File: src/rtl/serial_addsub_if.sv
// Operand/result bundle for serial_addsub: start/busy/done handshake plus data and flags.
// The master drives the request; the slave (the adder) drives status and results.
interface serial_addsub_if #(
  parameter int WIDTH = 8
);
  logic             start;
  logic             mode;
  logic [WIDTH-1:0] a;
  logic [WIDTH-1:0] b;
  logic             busy;
  logic             done;
  logic [WIDTH-1:0] result;
  logic             cout;
  logic             overflow;

  modport master (
    output start, mode, a, b,
    input  busy, done, result, cout, overflow
  );

  modport slave (
    input  start, mode, a, b,
    output busy, done, result, cout, overflow
  );
endinterface

File: src/rtl/serial_addsub.sv
// Serial add/subtract unit. Operands are consumed LSB-first, BITS_PER_CYCLE bits per clock.
// Carry or borrow ripples through one slice per clock and is held in a register between slices.
//
// state | meaning
// IDLE  | waiting for start; outputs hold the last result
// RUN   | one slice processed per clock, N clocks total
// DONE  | one-cycle done pulse; start here chains straight into RUN
module serial_addsub #(
  parameter int WIDTH          = 8,
  parameter int BITS_PER_CYCLE = 1
) (
  input  logic           clk,
  input  logic           rst,
  serial_addsub_if.slave bus
);
  localparam int BPC = BITS_PER_CYCLE;
  localparam int N   = WIDTH / BPC;
  localparam int CW  = (N > 1) ? $clog2(N) : 1;
  localparam logic [CW-1:0] LAST = CW'(N - 1);

  typedef enum logic [1:0] {
    IDLE = 2'd0,
    RUN  = 2'd1,
    DONE = 2'd2
  } state_t;

  state_t           state_q, state_d;
  logic [CW-1:0]    cnt_q, cnt_d;
  logic             carry_q, carry_d;
  logic             mode_q, mode_d;
  logic [WIDTH-1:0] a_q, a_d;
  logic [WIDTH-1:0] b_q, b_d;
  logic [WIDTH-1:0] acc_q, acc_d;
  logic [WIDTH-1:0] result_q, result_d;
  logic             cout_q, cout_d;
  logic             ovf_q, ovf_d;

  logic [BPC-1:0]   slice_sum;
  logic             slice_cout;
  logic             slice_cmsb;
  logic [WIDTH-1:0] acc_next;
  logic             accept;

  // Ripple of one-bit cells; the same chain serves as carry (add) or borrow (subtract).
  always_comb begin : slice_chain
    logic [BPC:0] ch;
    ch        = '0;
    ch[0]     = carry_q;
    slice_sum = '0;
    for (int i = 0; i < BPC; i++) begin
      slice_sum[i] = a_q[i] ^ b_q[i] ^ ch[i];
      if (mode_q) ch[i+1] = (~a_q[i] & b_q[i]) | (~(a_q[i] ^ b_q[i]) & ch[i]);
      else        ch[i+1] = (a_q[i] & b_q[i]) | (ch[i] & (a_q[i] ^ b_q[i]));
    end
    slice_cout = ch[BPC];
    slice_cmsb = ch[BPC-1];
  end

  // New slice enters at the top so the word is aligned after N shifts.
  assign acc_next = (acc_q >> BPC) | (WIDTH'(slice_sum) << (WIDTH - BPC));
  assign accept   = bus.start && (state_q != RUN);

  always_comb begin
    state_d  = state_q;
    cnt_d    = cnt_q;
    carry_d  = carry_q;
    mode_d   = mode_q;
    a_d      = a_q;
    b_d      = b_q;
    acc_d    = acc_q;
    result_d = result_q;
    cout_d   = cout_q;
    ovf_d    = ovf_q;

    unique case (state_q)
      IDLE: state_d = bus.start ? RUN : IDLE;
      RUN: begin
        a_d     = a_q >> BPC;
        b_d     = b_q >> BPC;
        carry_d = slice_cout;
        acc_d   = acc_next;
        cnt_d   = cnt_q + CW'(1);
        if (cnt_q == LAST) begin
          state_d  = DONE;
          result_d = acc_next;
          cout_d   = slice_cout;
          ovf_d    = slice_cmsb ^ slice_cout;
        end
      end
      DONE:    state_d = bus.start ? RUN : IDLE;
      default: state_d = IDLE;
    endcase

    if (accept) begin
      a_d     = bus.a;
      b_d     = bus.b;
      mode_d  = bus.mode;
      carry_d = 1'b0;
      cnt_d   = '0;
    end
  end

  always_ff @(posedge clk) begin
    if (rst) begin
      state_q  <= IDLE;
      cnt_q    <= '0;
      carry_q  <= 1'b0;
      mode_q   <= 1'b0;
      a_q      <= '0;
      b_q      <= '0;
      acc_q    <= '0;
      result_q <= '0;
      cout_q   <= 1'b0;
      ovf_q    <= 1'b0;
    end else begin
      state_q  <= state_d;
      cnt_q    <= cnt_d;
      carry_q  <= carry_d;
      mode_q   <= mode_d;
      a_q      <= a_d;
      b_q      <= b_d;
      acc_q    <= acc_d;
      result_q <= result_d;
      cout_q   <= cout_d;
      ovf_q    <= ovf_d;
    end
  end

  assign bus.busy     = (state_q == RUN);
  assign bus.done     = (state_q == DONE);
  assign bus.result   = result_q;
  assign bus.cout     = cout_q;
  assign bus.overflow = ovf_q;
endmodule

File: src/flat_wrapper.sv
// flat-port wrapper written by rule: the top's interface ports become plain ports
module serial_addsub_flat 
#(
  parameter int WIDTH          = 8,
  parameter int BITS_PER_CYCLE = 1
)
  (clk, rst, bus_start, bus_mode, bus_a, bus_b, bus_busy, bus_done, bus_result, bus_cout, bus_overflow);
  serial_addsub_if #(.WIDTH(WIDTH)) bus_i ();
  input  logic clk;
  input  logic rst;
  input wire logic [$bits(bus_i.start)-1:0] bus_start;
  input wire logic [$bits(bus_i.mode)-1:0] bus_mode;
  input wire logic [$bits(bus_i.a)-1:0] bus_a;
  input wire logic [$bits(bus_i.b)-1:0] bus_b;
  output wire logic [$bits(bus_i.busy)-1:0] bus_busy;
  output wire logic [$bits(bus_i.done)-1:0] bus_done;
  output wire logic [$bits(bus_i.result)-1:0] bus_result;
  output wire logic [$bits(bus_i.cout)-1:0] bus_cout;
  output wire logic [$bits(bus_i.overflow)-1:0] bus_overflow;
  assign bus_i.start = bus_start;
  assign bus_i.mode = bus_mode;
  assign bus_i.a = bus_a;
  assign bus_i.b = bus_b;
  assign bus_busy = bus_i.busy;
  assign bus_done = bus_i.done;
  assign bus_result = bus_i.result;
  assign bus_cout = bus_i.cout;
  assign bus_overflow = bus_i.overflow;
  serial_addsub #(.WIDTH(WIDTH), .BITS_PER_CYCLE(BITS_PER_CYCLE)) u_core (.clk(clk), .rst(rst), .bus(bus_i));
endmodule
File: config.mk
export PLATFORM = sky130hd
export DESIGN_NAME = serial_addsub_flat
export DESIGN_NICKNAME = d
export VERILOG_FILES = /design/src/rtl/serial_addsub_if.sv /design/src/rtl/serial_addsub.sv /design/src/flat_wrapper.sv
export SDC_FILE = /design/constraint.sdc
export NUM_CORES = 1
export LEC_CHECK = 0
export BUFFER_PORTS_ARGS = -buffer_cell sky130_fd_sc_hd__buf_2
export CORE_MARGIN = 5
export CORE_UTILIZATION = 45
export DETAILED_ROUTE_END_ITERATION = 16
export GPL_ROUTABILITY_DRIVEN = 0
export PLACE_DENSITY = 0.65
export SYNTH_ARGS = -nofsm -noshare
export SYNTH_HDL_FRONTEND = slang
export SYNTH_SLANG_ARGS = --single-unit
File: constraint.sdc
create_clock -name clk -period 1.6 [get_ports clk]
set_clock_uncertainty 0.1 [all_clocks]
set_input_delay 0.32 -clock clk [delete_from_list [all_inputs] [get_ports clk]]
set_output_delay 0.32 -clock clk [all_outputs]
set_load 0.05 [all_outputs]
==> impl_metrics.json, run 1 <==
{
  "grt_util_all_layers_pct": 14.1,
  "overflow": 0,
  "layout_common_cells": "dfxtp_1, nand2_1, buf_2, a21oi_1, nor2_1",
  "min_period_ns": 1.58,
  "grt_pass1_vias": 1293,
  "synth.area.top_cells": "dfxtp_1, a211oi_2, mux2i_1",
  "syn-instance-count": 183,
  "multi_input_area_um2": 856,
  "final_net_count": 240,
  "initial_core_util_pct": 45.7,
  "ctsHtreeMaxLevel": 2,
  "die_h_um": 73.1,
  "slew_headroom_pct": 77.5,
  "avgViaCountPerCell": 4.94,
  "die_x_um": 73.1,
  "insertion_delay_ns": 0.29,
  "syn_nets": 207,
  "dr.pass1.iters": 4,
  "tightest_slew_ns": 0.338,
  "required_ns": 1.69,
  "clock_sinks": 40,
  "wl_per_cell_um": 12.8,
  "synth.avg_cell_area_um2": 9.78,
  "rows": 23,
  "post-route-period-util_pct": 98.9,
  "drive_gt1_share_pct": 34.1,
  "cts_made_buffers": 5,
  "via_count": 1320,
  "rsz0062_at_grt": "true",
  "critical_path.max_fanout": 5,
  "dieArea_mm2": 0.00534,
  "area_delta_synth_final_pct": 18.4,
  "cts_hold_buf": 0,
  "finalPower_mw": 2.22,
  "crit_path_end_kind": "flop",
  "hold_violations": 0,
  "finalHoldWorstSlack_ns": 0.191,
  "cts.clk_slew.worst_paths_ns": 0.08,
  "p_leak_nw": 0.884,
  "slew_viol_final": 0,
  "synth_top_cell_by_area": "dfxtp_1",
  "fillers": 383,
  "hold_class": "input pin to flop",
  "ios": 32,
  "ys_seq_elements": 40,
  "post_synth_num_cell_types": 29,
  "dp_hpwl_mm": 2.30,
  "cts_buffer_depth": 2,
  "antenna_cells": 0,
  "register_area_um2": 808,
  "yosysWarningCount": 0,
  "tritoncts": "yes",
  "finalSetupViolCount": 0,
  "ir_worst_vdd_mv": 0.594,
  "drcViolationCount": 0,
  "cap_violations": 0,
  "yosys.area.top_type_share_pct": 44.7,
  "grt_pass1_wl_mm": 5.79,
  "powerDensity_mw_per_mm2": 1050,
  "crit_path_start_kind": "flop",
  "outcome": "finished clean",
  "grt_antenna_before_repair": 0,
  "numPortBuffers": 31,
  "cp.arrival_ns": 1.67,
  "critPathKind": "flop to flop",
  "synth_area_mm2": 0.00179,
  "ant_nets": 0,
  "fmax_mhz": 632,
  "cts-root-buf": "clkbuf_8",
  "final_common_cell": "dfxtp_1",
  "routed_wl_mm": 3.41,
  "grt_max_degree": 42,
  "ys_seq_area_share_pct": 44.7,
  "core_area_mm2": 0.00391,
  "drtIter0Drc": 62
}
synth_stat cells:
cell      number
o22a_1         1
nand2b_1       2
or3_1          1
dfxtp_1       40
buf_4          1
buf_12         1
buf_6          6
a211oi_2      14
nor2b_1        1
nand2_1       32
buf_2          4
o21ai_0        3
and2b_1        1
and3b_1        1
nand3_1        5
inv_1          3
nand3b_2       1
nor3b_1        1
nor2b_4        1
fa_1           2
a21oi_2        1
mux2i_1       16
ha_1           2
nor3_1         4
inv_6          1
a31o_1         1
a21oi_1       19
buf_8          1
nor2_1        17
area by class of cell:
type	instances	share of cell area [%]
Sequential cell	40	38.1
Clock inverter	1	1.42
Multi-Input combinational cell	126	40.4
Inverter	4	0.945
Clock buffer	7	4.55
Timing Repair Buffer	39	11.6
Tap cell	50	2.95
sequential cells by signal (all words and copies together) (netlist names), 2 cells and up:
register and flops:
u_core.acc_q 7, u_core.cnt_q 3, u_core.a_q 8, u_core.state_q 2, u_core.b_q 8, u_core.bus.result 8
metal layers:
metal,track usage (%),vias up,wire [um]
met5,0,-,0
met4,5.53,0,59
met3,4.96,5,153
met2,22.5,20,1660
met1,17.2,609,1540
li1,-,686,-
cell families after synthesis:
kind of cell,after synthesis,synth area share [%]
DFF,40,44.7
adders and majority gates,4,3.63
and+or+nand+nor,67,16.9
muxes,16,8.94
AOI/OAI and AO/OA,39,17.4
buffers and inverters,17,8.39
critical path: stages, from the launching register on:
cell,delay (ns)
dfxtp_4,0.37
fa_2,0.37
nor2b_4,0.13
or3_1,0.34
a31o_1,0.17
stage by stage:
stage / instances / instance area (um^2) / util (%) / setup TNS, ns / worst slack, ns
floorplan: 183 / 1790 / - / 0 / 0.0390
global placement: 258 / 1960 / 50.0 / 0 / 0.0292
detailed placement: 258 / 1960 / 50.0 / 0 / 0.00613
CTS: 267 / 2100 / 53.6 / 0 / 0.000994
global route: 267 / 2120 / 54.2 / -0.0256 / -0.0256
finish: 267 / 2120 / 54.2 / 0 / 0.0181
what timing repair did:
item,4_1_cts,5_1_grt
pin swaps,0,3
buffers inserted,1,0
setup endpoints to repair,2,7
resized for setup,3,9
power breakdown:
group,switching (mW),internal (mW)
Clock,0.344,0.550
Combinational,0.140,0.117
Sequential,0.0305,1.04
Total,0.515,1.71
worst paths after layout:
kind                                     startpoint                                end  slack (ns)  cells after the start
hold reg to reg   u_core.bus.result[5]$_SDFFE_PP0P_  u_core.bus.result[5]$_SDFFE_PP0P_        0.35                      2
setup reg to reg        u_core.carry_q$_SDFFE_PP0P_   u_core.bus.overflow$_SDFFE_PP0P_        0.02                      4
setup / recovery        u_core.carry_q$_SDFFE_PP0P_   u_core.bus.overflow$_SDFFE_PP0P_        0.02                      4
hold / removal                             bus_mode         u_core.mode_q$_SDFFE_PP0P_        0.19                      3
Note: power is estimated with default switching activity, not from simulation.
==> run 2: changes to the inputs <==
--- a/config.mk
+++ b/config.mk
@@ -11,6 +11,8 @@
 export DETAILED_ROUTE_END_ITERATION = 16
 export GPL_ROUTABILITY_DRIVEN = 0
 export PLACE_DENSITY = 0.65
+export RECOVER_POWER = 100
+export SKIP_LAST_GASP = 1
 export SYNTH_ARGS = -nofsm -noshare
 export SYNTH_HDL_FRONTEND = slang
 export SYNTH_SLANG_ARGS = --single-unit
==> run 2 against run 1 <==
Against the previous run:
- clock power hardly changed
- power is 0.46% lower
- hold slack hardly changed
- count of clock-buffer cells in the layout stayed put
- flip-flop and latch count stayed put
- setup slack worse by 0.0024 ns
- register-to-register slack hardly changed
- die area stayed put
- fmax is 0.15% lower
- combinational power is 4% lower
- critical path type unchanged
- critical endpoint unchanged
- largest cell class unchanged
==> impl_metrics.json, run 2 (synthesized netlist as in run 1, its figures left out) <==
{
  "rsz0062_at_grt": "true",
  "via_count": 1324,
  "dr.pass1.iters": 4,
  "clock_sinks": 40,
  "ir_worst_vdd_mv": 0.594,
  "outcome": "finished clean",
  "core_area_mm2": 0.00391,
  "grt_util_all_layers_pct": 14.1,
  "ios": 32,
  "place_ws_ns": 0.00613,
  "powerDensity_mw_per_mm2": 1060,
  "drive_gt1_share_pct": 33.2,
  "fin_cells": 267,
  "min_period_ns": 1.58,
  "cts_made_buffers": 5,
  "grt_pass1_vias": 1293,
  "cts_buffer_depth": 2,
  "ff2ff_setup_slack_ns": 0.02,
  "area_delta_synth_final_pct": 17.1,
  "fin_ws_ns": 0.0157,
  "finalPower_mw": 2.21,
  "drtIter0Drc": 59,
  "layout_common_cells": "dfxtp_1, nand2_1, a21oi_1, buf_2, nor2_1",
  "required_ns": 1.69,
  "die_h_um": 73.1,
  "grt_antenna_before_repair": 0,
  "pwr-share-clk_pct": 40.4,
  "critPathKind": "flop to flop",
  "routed_wl_mm": 3.41,
  "final_net_count": 240,
  "cts-root-buf": "clkbuf_8",
  "rows": 23,
  "p_sw_mw": 0.512,
  "dieArea_mm2": 0.00534,
  "fmax_mhz": 631,
  "cp.arrival_ns": 1.67,
  "initial_core_util_pct": 45.7,
  "hold_violations": 0,
  "wl_per_cell_um": 12.8,
  "design_area_mm2": 0.00210,
  "dp_hpwl_mm": 2.30,
  "finalSetupViolCount": 0,
  "overflow": 0,
  "tightest_slew_ns": 0.459,
  "drcViolationCount": 0,
  "cts_hold_buf": 0,
  "critical_path.max_fanout": 5,
  "ctsHtreeMaxLevel": 2,
  "grt_max_degree": 42,
  "crit_path_start_kind": "flop",
  "p_int_mw": 1.70,
  "slew_headroom_pct": 69.4,
  "avgViaCountPerCell": 4.96,
  "p_leak_nw": 0.867,
  "cap_violations": 0,
  "tritoncts": "yes",
  "combPwrFrac_pct": 11.2,
  "p_sw_share_pct": 23.1,
  "ant_nets": 0,
  "die_x_um": 73.1,
  "final_common_cell": "dfxtp_1",
  "antenna_cells": 0,
  "grt_pass1_wl_mm": 5.79,
  "place_area_mm2": 0.00196,
  "hold_class": "input pin to flop",
  "numPortBuffers": 31,
  "slew_viol_final": 0,
  "power_frac_seq_pct": 48.4,
  "post-route-period-util_pct": 99.0,
  "crit_path_end_kind": "flop",
  "dp.cells": 258,
  "setup_tns_ns": 0,
  "insertion_delay_ns": 0.29,
  "cts.clk_slew.worst_paths_ns": 0.08
}
[run 2: cell types whose count changed in the layout (fill, tap and decap cells not counted)]
cell,previous run,this run
clkbuf_2,0,12
buf_2,30,19
buf_12,2,1
clkinv_1,0,1
ha_1,1,2
ha_2,1,0
inv_6,1,0
[run 2: path summary, 6_finish.rpt]
kind                                     startpoint                                 to  cells after the start
setup / recovery        u_core.carry_q$_SDFFE_PP0P_   u_core.bus.overflow$_SDFFE_PP0P_                      4
hold / removal                             bus_mode         u_core.mode_q$_SDFFE_PP0P_                      3
setup reg to reg        u_core.carry_q$_SDFFE_PP0P_   u_core.bus.overflow$_SDFFE_PP0P_                      4
hold reg to reg   u_core.bus.result[5]$_SDFFE_PP0P_  u_core.bus.result[5]$_SDFFE_PP0P_                      2
[run 2: stage by stage]
stage	hold slack, ns	util (%)
6_report	0.191	53.6
5_1_grt	0.186	53.6
3_3_place_gp	0.342	50.0
3_5_place_dp	0.343	50.0
2_1_floorplan	0.304	-
4_1_cts	0.179	53.6
[run 2: final cells by class]
type	count	area, um^2
fill	386	1820
inverter	4	15.0
clock buffer	7	96.3
tap	50	62.6
timing repair buffer	39	231
sequential	40	808
clock inverter	1	30.0
multi-input combinational	126	853
[run 2: what timing repair did]
item | 4_1_cts | 5_1_grt
gates cloned | 0 | 0
setup buffers | 1 | 0
endpoints found under the setup margin | 2 | 7
pin swaps | 0 | 3
resized for setup | 3 | 8
[run 2: worst max-delay path: stages (launching register included)]
cell     delay, ns
dfxtp_4       0.37
fa_2          0.37
nor2b_4       0.13
or3_1         0.34
a31o_1        0.17
[run 2: power by group through the flow]
stage / sequential (mW) / combinational, mW / clock (mW)
floorplan: 1.09 / 0.215 / 0
global placement: 1.09 / 0.250 / 0
detailed placement: 1.09 / 0.253 / 0
CTS: 1.07 / 0.259 / 0.917
global route: 1.08 / 0.274 / 0.955
finish: 1.07 / 0.247 / 0.894
[run 2: per-layer routing]
metal / track usage [%] / routed length (um) / share of wire (%)
met1: 17.2 / 1540 / 45
met3: 4.96 / 154 / 4.5
met2: 22.5 / 1660 / 49
met5: 0 / 0 / 0
met4: 5.53 / 59 / 1.7
==> run 3: changes to the inputs <==
--- a/config.mk
+++ b/config.mk
@@ -10,6 +10,7 @@
 export CORE_UTILIZATION = 45
 export DETAILED_ROUTE_END_ITERATION = 16
 export GPL_ROUTABILITY_DRIVEN = 0
+export MAX_ROUTING_LAYER = met4
 export PLACE_DENSITY = 0.65
 export RECOVER_POWER = 100
 export SKIP_LAST_GASP = 1
==> run 3 against run 2 <==
Against the previous run:
- final area is the same
- largest cell class unchanged
- die area is the same
- critical endpoint unchanged
- critical path depth is the same
- largest power group unchanged
- non-clock buffer count is the same
- sequential power is essentially flat
- setup slack is essentially flat
- critical path type unchanged
- wire length shrank 0.41%
==> impl_metrics.json, run 3 (synthesized netlist as in run 1, its figures left out) <==
{
  "hold_violations": 0,
  "crit_path_start_kind": "flop",
  "cts_made_buffers": 5,
  "antenna_cells": 0,
  "ant_nets": 0,
  "fmax_mhz": 631,
  "design_area_mm2": 0.00210,
  "grt_util_all_layers_pct": 14.5,
  "cap_violations": 0,
  "power_frac_seq_pct": 48.4,
  "routed_wl_mm": 3.39,
  "cts.clk_slew.worst_paths_ns": 0.08,
  "critical_path.max_fanout": 5,
  "tightest_slew_ns": 0.459,
  "p_leak_nw": 0.867,
  "ir_worst_vdd_mv": 0.594,
  "overflow": 0,
  "core_area_mm2": 0.00391,
  "dr.pass1.iters": 4,
  "hold_class": "input pin to flop",
  "place_area_mm2": 0.00196,
  "required_ns": 1.69,
  "avgViaCountPerCell": 4.94,
  "drtIter0Drc": 63,
  "grt_max_degree": 42,
  "outcome": "finished clean",
  "ios": 32,
  "drive_gt1_share_pct": 33.2,
  "rsz0062_at_grt": "true",
  "place_ws_ns": 0.00613,
  "die_x_um": 73.1,
  "dp_hpwl_mm": 2.30,
  "slew_headroom_pct": 69.4,
  "final_common_cell": "dfxtp_1",
  "via_count": 1320,
  "pwr-share-clk_pct": 40.4,
  "crit_path_end_kind": "flop",
  "grt_antenna_before_repair": 0,
  "clock_sinks": 40,
  "cp.arrival_ns": 1.67,
  "r2r_end": "u_core.bus.overflow$_SDFFE_PP0P_",
  "ff2ff_setup_slack_ns": 0.02,
  "combPwrFrac_pct": 11.2,
  "p_int_mw": 1.70,
  "die_h_um": 73.1,
  "initial_core_util_pct": 45.7,
  "wl_per_cell_um": 12.7,
  "drcViolationCount": 0,
  "finalSetupViolCount": 0,
  "layout_common_cells": "dfxtp_1, nand2_1, a21oi_1, buf_2, nor2_1",
  "tritoncts": "yes",
  "r2r_start": "u_core.carry_q$_SDFFE_PP0P_",
  "cts-root-buf": "clkbuf_8",
  "powerDensity_mw_per_mm2": 1060,
  "slew_viol_final": 0,
  "rows": 23,
  "grt_pass1_vias": 1289,
  "ctsHtreeMaxLevel": 2,
  "area_delta_synth_final_pct": 17.1,
  "grt_pass1_wl_mm": 5.80,
  "crit_end": "u_core.bus.overflow$_SDFFE_PP0P_",
  "reg2regPathDepth": 4,
  "fillers": 386,
  "cts_hold_buf": 0,
  "insertion_delay_ns": 0.29,
  "numPortBuffers": 31,
  "cts_buffer_depth": 2,
  "critPathKind": "flop to flop",
  "fin_ws_ns": 0.0161,
  "p_sw_mw": 0.512,
  "p_sw_share_pct": 23.1,
  "worstSetupStartpoint": "u_core.carry_q$_SDFFE_PP0P_",
  "min_period_ns": 1.58,
  "dieArea_mm2": 0.00534,
  "setup_tns_ns": 0,
  "final_net_count": 240,
  "finalPower_mw": 2.21,
  "post-route-period-util_pct": 99.0
}
-- run 3: cell counts in the layout (fill, tap and decap cells not counted) --
No cell type changed its count.
-- run 3: worst min-delay path by stage --
stage	start	endpoint	slack, ns	depth (start not counted)
after floorplan	rst	u_core.state_q[1]$_SDFFE_PP0P_	0.30	1
after global placement	u_core.bus.result[7]$_SDFFE_PP0P_	u_core.bus.result[7]$_SDFFE_PP0P_	0.34	2
after detailed placement	u_core.bus.result[5]$_SDFFE_PP0P_	u_core.bus.result[5]$_SDFFE_PP0P_	0.34	2
after CTS	bus_mode	u_core.mode_q$_SDFFE_PP0P_	0.18	3
after global routing	bus_mode	u_core.mode_q$_SDFFE_PP0P_	0.19	3
final	bus_mode	u_core.mode_q$_SDFFE_PP0P_	0.19	3
-- run 3: layer usage --
layer	track usage (%)	vias to the layer above	wire length [um]
met3	4.82	6	144
met1	17.4	605	1560
met4	5.53	0	56
li1	-	689	-
met5	-	-	0
met2	22.5	20	1640
-- run 3: power by group through the flow --
stage	Clock [mW]	Combinational (mW)	Sequential, mW
finish	0.895	0.247	1.07
global route	0.957	0.274	1.08
CTS	0.917	0.259	1.07
detailed placement	0	0.253	1.09
global placement	0	0.250	1.09
floorplan	0	0.215	1.09
-- run 3: what timing repair did --
item                                    CTS  global route
endpoints found under the setup margin    2             7
setup buffers                             1             0
pin swaps                                 0             3
gates cloned                              0             0
resized for setup                         3             8
-- run 3: worst max-delay path: stages, from the launching register on --
cell and delay, ns:
dfxtp_4 0.37, fa_2 0.37, nor2b_4 0.13, or3_1 0.34
a31o_1 0.17
-- run 3: final cells by class --
type,instances,area [um^2],share of cell area [%]
Clock buffer,7,96.3,4.59
Clock inverter,1,30.0,1.43
Multi-Input combinational cell,126,853,40.7
Tap cell,50,62.6,2.98
Inverter,4,15.0,0.716
Timing Repair Buffer,39,231,11.0
Sequential cell,40,808,38.5
-- run 3: through the flow --
step / utilization, % / std cells / hold WS (ns)
3_5_place_dp: 50.0 / 258 / 0.343
4_1_cts: 53.6 / 267 / 0.179
3_3_place_gp: 50.0 / 258 / 0.342
5_1_grt: 53.6 / 267 / 0.186
6_report: 53.6 / 267 / 0.191
2_1_floorplan: - / 183 / 0.304
